$ cat src/rtl/tdc_readout_pkg.sv
// Shared types and word layout for the TDC readout controller.
// Build option: TDC_READOUT_ERRFILTER_EN (see tdc_readout_ctrl).
package tdc_readout_pkg;

  typedef enum logic [2:0] {
    ST_IDLE,
    ST_ARM,
    ST_WAIT,
    ST_CAPTURE,
    ST_RST
  } state_t;

  localparam int TOA_W      = 10;
  localparam int TOT_W      = 9;
  localparam int CAL_W      = 10;
  localparam int TOA_LSB    = 0;
  localparam int TOT_LSB    = TOA_LSB + TOA_W;
  localparam int CAL_LSB    = TOT_LSB + TOT_W;
  localparam int TOAERR_BIT = CAL_LSB + CAL_W;
  localparam int TOTERR_BIT = TOAERR_BIT + 1;
  localparam int CALERR_BIT = TOTERR_BIT + 1;
  localparam int WORD_W     = CALERR_BIT + 1;
  localparam int CNT_W      = 16;

  function automatic logic [WORD_W-1:0] pack_word(
    input logic [TOA_W-1:0] toa,
    input logic [TOT_W-1:0] tot,
    input logic [CAL_W-1:0] cal,
    input logic             toa_err,
    input logic             tot_err,
    input logic             cal_err
  );
    return {cal_err, tot_err, toa_err, cal, tot, toa};
  endfunction

  // Counters stick at all-ones instead of wrapping.
  function automatic logic [CNT_W-1:0] sat_inc(input logic [CNT_W-1:0] v);
    return (&v) ? v : v + CNT_W'(1);
  endfunction

endpackage

$ cat src/rtl/tdc_readout_fifo.sv
// Show-ahead word buffer: data_o always presents the head entry (zero when empty).
// A push into a full buffer is accepted only when a pop happens in the same cycle.
module tdc_readout_fifo #(
  parameter int DEPTH = 4,
  parameter int WIDTH = 32
) (
  input  logic             clk_i,
  input  logic             rst_ni,
  input  logic             push_i,
  input  logic [WIDTH-1:0] data_i,
  input  logic             pop_i,
  output logic [WIDTH-1:0] data_o,
  output logic             full_o,
  output logic             empty_o
);

  localparam int AW = (DEPTH > 1) ? $clog2(DEPTH) : 1;
  localparam logic [AW:0] DEPTH_CNT = (AW+1)'(DEPTH);

  logic [WIDTH-1:0] mem_q [DEPTH];
  logic [AW-1:0]    wr_ptr_q, wr_ptr_d;
  logic [AW-1:0]    rd_ptr_q, rd_ptr_d;
  logic [AW:0]      count_q, count_d;
  logic             do_push, do_pop;

  assign empty_o = (count_q == '0);
  assign full_o  = (count_q == DEPTH_CNT);
  assign do_pop  = pop_i && !empty_o;
  assign do_push = push_i && (!full_o || do_pop);
  assign data_o  = empty_o ? '0 : mem_q[rd_ptr_q];

  // Depth is a power of two, so the pointers wrap naturally.
  always_comb begin
    wr_ptr_d = wr_ptr_q;
    rd_ptr_d = rd_ptr_q;
    count_d  = count_q;
    if (do_push) wr_ptr_d = wr_ptr_q + AW'(1);
    if (do_pop)  rd_ptr_d = rd_ptr_q + AW'(1);
    case ({do_push, do_pop})
      2'b10:   count_d = count_q + (AW+1)'(1);
      2'b01:   count_d = count_q - (AW+1)'(1);
      default: count_d = count_q;
    endcase
  end

  always_ff @(posedge clk_i or negedge rst_ni) begin
    if (!rst_ni) begin
      wr_ptr_q <= '0;
      rd_ptr_q <= '0;
      count_q  <= '0;
    end else begin
      wr_ptr_q <= wr_ptr_d;
      rd_ptr_q <= rd_ptr_d;
      count_q  <= count_d;
    end
  end

  always_ff @(posedge clk_i) begin
    if (do_push) mem_q[wr_ptr_q] <= data_i;
  end

endmodule

$ cat src/rtl/tdc_readout_ctrl.sv
// TDC measurement sequencer: ARM -> WAIT(LATENCY) -> CAPTURE -> RST, hit words buffered for readout.
// Build option TDC_READOUT_ERRFILTER_EN: hits carrying any error flag are counted but not buffered.
module tdc_readout_ctrl
  import tdc_readout_pkg::*;
#(
  parameter int LATENCY    = 2,
  parameter int FIFO_DEPTH = 4
) (
  input  logic              clk40,
  input  logic              resetn,
  input  logic              start,
  input  logic              hitFlag,
  input  logic [TOA_W-1:0]  TOA_code,
  input  logic [TOT_W-1:0]  TOT_code,
  input  logic [CAL_W-1:0]  Cal_code,
  input  logic              TOAerr,
  input  logic              TOTerr,
  input  logic              Calerr,
  output logic              tdcEnable,
  output logic              autoReset,
  output logic [WORD_W-1:0] dout,
  output logic              doutValid,
  input  logic              doutReady,
  output logic [CNT_W-1:0]  hitCnt,
  output logic [CNT_W-1:0]  errCnt,
  output logic              busy,
  output logic              overflow
);

  state_t             state_q, state_d;
  logic [3:0]         wait_cnt_q, wait_cnt_d;
  logic [CNT_W-1:0]   hit_cnt_q, hit_cnt_d;
  logic [CNT_W-1:0]   err_cnt_q, err_cnt_d;
  logic               overflow_q, overflow_d;
  logic               capture;
  logic               hit_valid, any_err, push;
  logic               fifo_full, fifo_empty;
  logic [WORD_W-1:0]  hit_word;

  always_comb begin
    state_d    = state_q;
    wait_cnt_d = wait_cnt_q;
    tdcEnable  = 1'b0;
    autoReset  = 1'b0;
    capture    = 1'b0;
    busy       = (state_q != ST_IDLE);
    case (state_q)
      ST_IDLE: if (start) state_d = ST_ARM;
      ST_ARM: begin
        tdcEnable  = 1'b1;
        wait_cnt_d = 4'(LATENCY - 1);
        state_d    = ST_WAIT;
      end
      ST_WAIT: begin
        if (wait_cnt_q == 4'd0) state_d = ST_CAPTURE;
        else                    wait_cnt_d = wait_cnt_q - 4'd1;
      end
      ST_CAPTURE: begin
        capture = 1'b1;
        state_d = ST_RST;
      end
      ST_RST: begin
        autoReset = 1'b1;
        state_d   = start ? ST_ARM : ST_IDLE;
      end
      default: state_d = ST_IDLE;
    endcase
  end

  assign any_err   = TOAerr | TOTerr | Calerr;
  assign hit_valid = capture && hitFlag;
  assign hit_word  = pack_word(TOA_code, TOT_code, Cal_code, TOAerr, TOTerr, Calerr);
`ifdef TDC_READOUT_ERRFILTER_EN
  assign push = hit_valid && !any_err;
`else
  assign push = hit_valid;
`endif

  // A full buffer still accepts a word when the head leaves in the same cycle.
  always_comb begin
    hit_cnt_d  = hit_cnt_q;
    err_cnt_d  = err_cnt_q;
    overflow_d = overflow_q;
    if (hit_valid)            hit_cnt_d  = sat_inc(hit_cnt_q);
    if (hit_valid && any_err) err_cnt_d  = sat_inc(err_cnt_q);
    if (push && fifo_full && !doutReady) overflow_d = 1'b1;
  end

  always_ff @(posedge clk40 or negedge resetn) begin
    if (!resetn) begin
      state_q    <= ST_IDLE;
      wait_cnt_q <= '0;
      hit_cnt_q  <= '0;
      err_cnt_q  <= '0;
      overflow_q <= 1'b0;
    end else begin
      state_q    <= state_d;
      wait_cnt_q <= wait_cnt_d;
      hit_cnt_q  <= hit_cnt_d;
      err_cnt_q  <= err_cnt_d;
      overflow_q <= overflow_d;
    end
  end

  assign hitCnt    = hit_cnt_q;
  assign errCnt    = err_cnt_q;
  assign overflow  = overflow_q;
  assign doutValid = !fifo_empty;

  tdc_readout_fifo #(
    .DEPTH(FIFO_DEPTH),
    .WIDTH(WORD_W)
  ) u_fifo (
    .clk_i  (clk40),
    .rst_ni (resetn),
    .push_i (push),
    .data_i (hit_word),
    .pop_i  (doutReady),
    .data_o (dout),
    .full_o (fifo_full),
    .empty_o(fifo_empty)
  );

endmodule

$ cat config.mk
export PLATFORM = sky130hd
export DESIGN_NAME = tdc_readout_ctrl
export DESIGN_NICKNAME = d
export VERILOG_FILES = /design/src/rtl/tdc_readout_pkg.sv /design/src/rtl/tdc_readout_fifo.sv /design/src/rtl/tdc_readout_ctrl.sv
export SDC_FILE = /design/constraint.sdc
export NUM_CORES = 1
export LEC_CHECK = 0
export ABC_AREA = 1
export ABC_CLOCK_PERIOD_IN_PS = 7500
export CAP_MARGIN = 5
export CORE_ASPECT_RATIO = 1.2
export CORE_UTILIZATION = 48
export DETAILED_ROUTE_END_ITERATION = 6
export GPL_ROUTABILITY_DRIVEN = 0
export PLACE_DENSITY = 0.77
export SLEW_MARGIN = 20
export SYNTH_ARGS = -nofsm -noshare
export SYNTH_HDL_FRONTEND = slang
export SYNTH_SLANG_ARGS = --single-unit
export TNS_END_PERCENT = 30
$ cat constraint.sdc
create_clock -name clk40 -period 7.5 [get_ports clk40]
set_input_delay 1.5 -clock clk40 [delete_from_list [all_inputs] [get_ports clk40]]
set_output_delay 1.5 -clock clk40 [all_outputs]
set_load 0.02 [all_outputs]
======== Word level (Yosys, flattened, before mapping) ========
Memories as Yosys holds them, arrays and structs flattened.
Index checks and enable logic that the tools add are counted.
W data, S select, Z words.
word-level totals
  register bits ........................... 47
  bits in writable memories ............... 128
  bits of input ports ..................... 37
  output and inout port bits .............. 69
  word-level logic and storage cells ...... 65
  memories ................................ 1
cells by class
  add/subtract/negate cells ............... 7
  equal/unequal tests ..................... 10
  mux-type cells .......................... 13
  bitwise logic cells ..................... 4
  reduce and logical (&&, ||, !) cells .... 22
memory list
  name          depth  bits a word  rd ports  clocked after Yosys merged registers in  wr ports  RTL line                text
  u_fifo.mem_q  4      32           1         0                                        1         tdc_readout_fifo.sv:20  logic [WIDTH-1:0] mem_q [DEPTH];
operator list
  cell                     number
  $add A16 B1 Y16 const B  2
  $mux W32                 1
  $reduce_and A16 Y1       2
  $pmux W3 S5              1
  $pmux W4 S2              1
  $reduce_and A2 Y1        4
  $eq A3 B2 Y1 const B     2
  $eq A3 B3 Y1 const B     2
  $logic_and A1 B1 Y1      6
  $logic_not A3 Y1         2
  $mux W1                  6
  $mux W3                  2
  $ne A2 B2 Y1 const B     3
  $pmux W3 S2              1
  $add A2 B1 Y2 const B    2
  $logic_not A4 Y1         1
  $mux W4                  1
  $reduce_bool A2 Y1       2
  $sub A4 B1 Y4 const B    1
  $add A3 B1 Y3 const B    1
  $eq A3 B1 Y1 const B     1
  $logic_not A1 Y1         3
  $reduce_bool A3 Y1       1
  $sub A3 B1 Y3 const B    1
  5 further kinds          7

======== Logic depth before layout (Yosys ltp) ========
  depth in word-level cells ............... 7
  depth in mapped cells ................... 9
  mapped depth without buffers ............ 9

======== By module ========
Synthesis repeated with hierarchy kept, for this count alone.
unflattened totals
  cells, all modules ...................... 900
  area total of the unflattened synthesis .. 8289.2 µm²
modules (own cells, without submodules)
  module            instances  cells an instance  area each (µm²)  sequential area each (µm²)
  tdc_readout_fifo  1          565                5891.9           4018.9
  tdc_readout_ctrl  1          335                2397.3           1001.0

======== Worst setup path after synthesis ========
No wires, ideal clock.
  kind .................................... input-to-reg
  start point ............................. in hitFlag
  end point ............................... mem u_fifo.mem_q[0][0], enable pin
  library setup time ...................... 0.421 ns
  arrival time ............................ 3.356 ns
  required time ........................... 7.079 ns
  path slack .............................. 3.723 ns
  cell stages on the path ................. 4
  buffers on the path ..................... 0
  cells stage by stage .................... inv_1 -> nor3_2 -> nand2_1 -> nor2_1
on the way
  cells in the longest elaborated chain, start to end .. 4
ends and longest elaborated chain
  item                           RTL line                text
  start: declaration             tdc_readout_ctrl.sv:12  input logic hitFlag,
  $logic_and A1 B1 Y1            tdc_readout_ctrl.sv:71  assign hit_valid = capture && hitFlag;
  $logic_and A1 B1 Y1            tdc_readout_fifo.sv:29  assign do_push = push_i && (!full_o || do_pop);
  $mux W1                        tdc_readout_fifo.sv:59  if (do_push) mem_q[wr_ptr_q] <= data_i;
  $mux W1 (implied by the code)  tdc_readout_fifo.sv:59
  end: declaration               tdc_readout_fifo.sv:20
Every way passes these cells.

======== Worst setup path in the final report ========
  start point ............................. reg u_fifo.rd_ptr_q[0]
  end point ............................... out dout[30]
on the way
  cells in the longest elaborated chain, start to end .. 2
ends and longest elaborated chain
  item                      RTL line                text
  start: declaration        tdc_readout_fifo.sv:22  logic [AW-1:0] rd_ptr_q, rd_ptr_d;
  start signal: assignment  tdc_readout_fifo.sv:53  rd_ptr_q <= rd_ptr_d;
  $mem_v2 Z4 W32            --
  $mux W32                  tdc_readout_fifo.sv:30  assign data_o = empty_o ? '0 : mem_q[rd_ptr_q];
  end: declaration          tdc_readout_ctrl.sv:21  output logic [WORD_W-1:0] dout,
Every way passes these cells.

==> impl_metrics.json <==
{
  "drcViolationCount": 0,
  "nNetsFinal": 900,
  "yosysUniqueCellTypes": 28,
  "worst_slack_ns": 2.83,
  "avgRoutedWirePerCell_um": 15.0,
  "final_common_cell": "nor2_1",
  "status": "complete, no violations",
  "place.detailed.hpwl_um": 9930,
  "fp-row-count": 50,
  "period_minus_slack_ns": 4.67,
  "ys_seq_area_share_pct": 65.2,
  "hold_viol_final": 0,
  "fp.dieW_um": 118,
  "worst_slew_pin_slew_ns": 1.05,
  "initial_utilization_pct": 49.3,
  "antenna_cells": 0,
  "ys_async_sr_fraction_pct": 26.9,
  "period_share_pct": 62.2,
  "synthCells": 758,
  "routed.top_layer": "met4",
  "fin_skew_ns": 0.00970,
  "avgSynthCellArea_um2": 10.2,
  "yosys.area.top_type": "edfxtp_1",
  "core-area_um2": 15600,
  "antenna_found_initial": 0,
  "wl_met1_um": 6860,
  "syn_nets": 803,
  "cp.required_ns": 6.00,
  "clockBufferDepth": 2,
  "cts_hold_buf": 0,
  "wl_met3_um": 863,
  "drv_slew": 0,
  "arrival_ns": 3.17,
  "report.final.setup_viol": 0,
  "post-place-ws_ns": 2.96,
  "synth_edf_count": 128,
  "areaGrowthSynthToFinish_pct": 23.3,
  "r2r_slack_ns": 4.92,
  "met2_length_um": 8080,
  "first_pass_iters": 5,
  "grt_max_degree": 67,
  "critPathKind": "reg -> out",
  "hold_class": "reg -> reg",
  "ir_worst_vdd_uv": 228,
  "ys_seq_elements": 175,
  "avgViaCountPerCell": 5.15,
  "drt_iter0_drc": 403,
  "synthTopCellsByArea": "edfxtp_1 50%, dfrtp_1 15%, nor2_1 8.5%",
  "die_area_um2": 16600,
  "power.density_nw_per_um2": 373,
  "design_area_um2": 9500,
  "fmax_mhz": 214,
  "grt_pass1_vias": 5300,
  "cts_root_buf": "clkbuf_16",
  "final_cell_mix": "171 x nor2_1, 141 x nand2_1, 128 x edfxtp_1",
  "drive_gt1_share_pct": 6.45,
  "vias": 5546,
  "io_pins": 106,
  "ys_warn_count": 0,
  "synth-main-ff-cell": "edfxtp_1",
  "die_h_um": 141,
  "gr-total-overflow": 0,
  "critPathLaunchType": "register",
  "finalSetupTns_ns": 0,
  "io_buffers": 105,
  "hold_depth": 2,
  "cts_tree": "yes",
  "reg2reg_depth": 4,
  "numCtsBuffers": 17,
  "netlist_area_um2": 7700,
  "holdWs_ns": 0.480,
  "fillers": 1268,
  "routed_wl_um": 16100,
  "cts_resized": 0,
  "utilization_pct": 60.7,
  "worstSetupEndpointType": "output port",
  "clk_latency_ns": 0.42,
  "grt_pass1_wl_um": 26200,
  "dpl_cell_area_um2": 8900,
  "synth_top_area_share_pct": 49.9,
  "clkTransAtPathRegs_ns": 0.07,
  "p_leak_nw": 3.51,
  "relSlewSlack_pct": 29.5,
  "grt_usage_pct": 20.3,
  "htreeDepth": 4,
  "cp_max_fo": 66,
  "rsz0062_at_grt": "false",
  "post_cts_buffers": 0,
  "cap_violations": 0,
  "antenna_left": 0,
  "clkSinkCount": 175
}
worst max-delay path, cell delays in order, from the launching register on:
cell,delay (ns)
dfrtp_4,0.74
inv_2,0.80
o21ai_0,0.26
a21oi_1,0.24
clkdlybuf4s50_1,0.67
cell usage after synthesis (all sizes together) (8+ instances only):
| library cell | count |
|---|---|
| dfrtp | 47 |
| nand2 | 144 |
| o21ai | 86 |
| xnor2 | 13 |
| nand3 | 22 |
| xor2 | 8 |
| a21oi | 36 |
| edfxtp | 128 |
| buf | 11 |
| clkbuf | 18 |
| nand4 | 8 |
| inv | 43 |
| nor2 | 179 |
path summary, 6_finish.rpt:
check	startpoint	endpoint
min reg2reg	u_fifo.count_q[2]	u_fifo.count_q[2]
min	u_fifo.count_q[2]	u_fifo.count_q[2]
max reg2reg	state_q[0]	u_fifo.mem_q[3][5]
max in group asynchronous	resetn	u_fifo.rd_ptr_q[0]
max	u_fifo.rd_ptr_q[0]	dout[30]
min in group asynchronous	resetn	hitCnt[13]
cell type report:
class / count / area (um2) / share of cell area (%)
well taps: 208 / 260 / 2.74
multi-input cells: 511 / 2400 / 25.3
clock inverters: 15 / 161 / 1.70
flip-flops and latches: 175 / 5020 / 52.9
clock buffers: 17 / 425 / 4.48
repair buffers: 107 / 1060 / 11.2
inverters: 43 / 161 / 1.70
flip-flops by register name, summed over array words and instances, names as in the netlist:
register,count
u_fifo.rd_ptr_q,2
state_q,3
u_fifo.count_q,3
u_fifo.mem_q,128
errCnt,16
wait_cnt_q,4
overflow,1
u_fifo.wr_ptr_q,2
hitCnt,16
report_power, final:
part	total, mW	internal [mW]	switching [mW]	leakage (nW)
Sequential	1.29	1.15	0.132	1.77
Clock	0.873	0.495	0.377	0.284
Combinational	1.38	0.565	0.818	1.45
Total	3.54	2.21	1.33	3.51
through the flow:
stage               std cells  total power [mW]
floorplan                 758              2.13
global placement         1044              2.67
detailed placement       1044              2.69
CTS                      1076              3.56
global route             1076              3.75
finish                   1076              3.54
logic make-up (layout without fill, tap and decap cells):
logic type	count (synthesis)	count (layout)	share of synthesized area, %
AND/OR/NAND/NOR	359	359	18.7
adder cells (fa/ha/maj)	8	8	1.40
buffers and inverters	72	182	4.06
flip-flops	175	175	65.2
XOR/XNOR	21	21	2.39
AO/OA/AOI/OAI	123	123	8.27
metal layers:
layer | up-vias | track usage [%]
li1 | 2728 | -
met1 | 2637 | 24.7
met2 | 157 | 34.7
met3 | 24 | 4.77
met4 | 0 | 8.64
met5 | - | 0
Note: power is estimated with default switching activity, not from simulation.
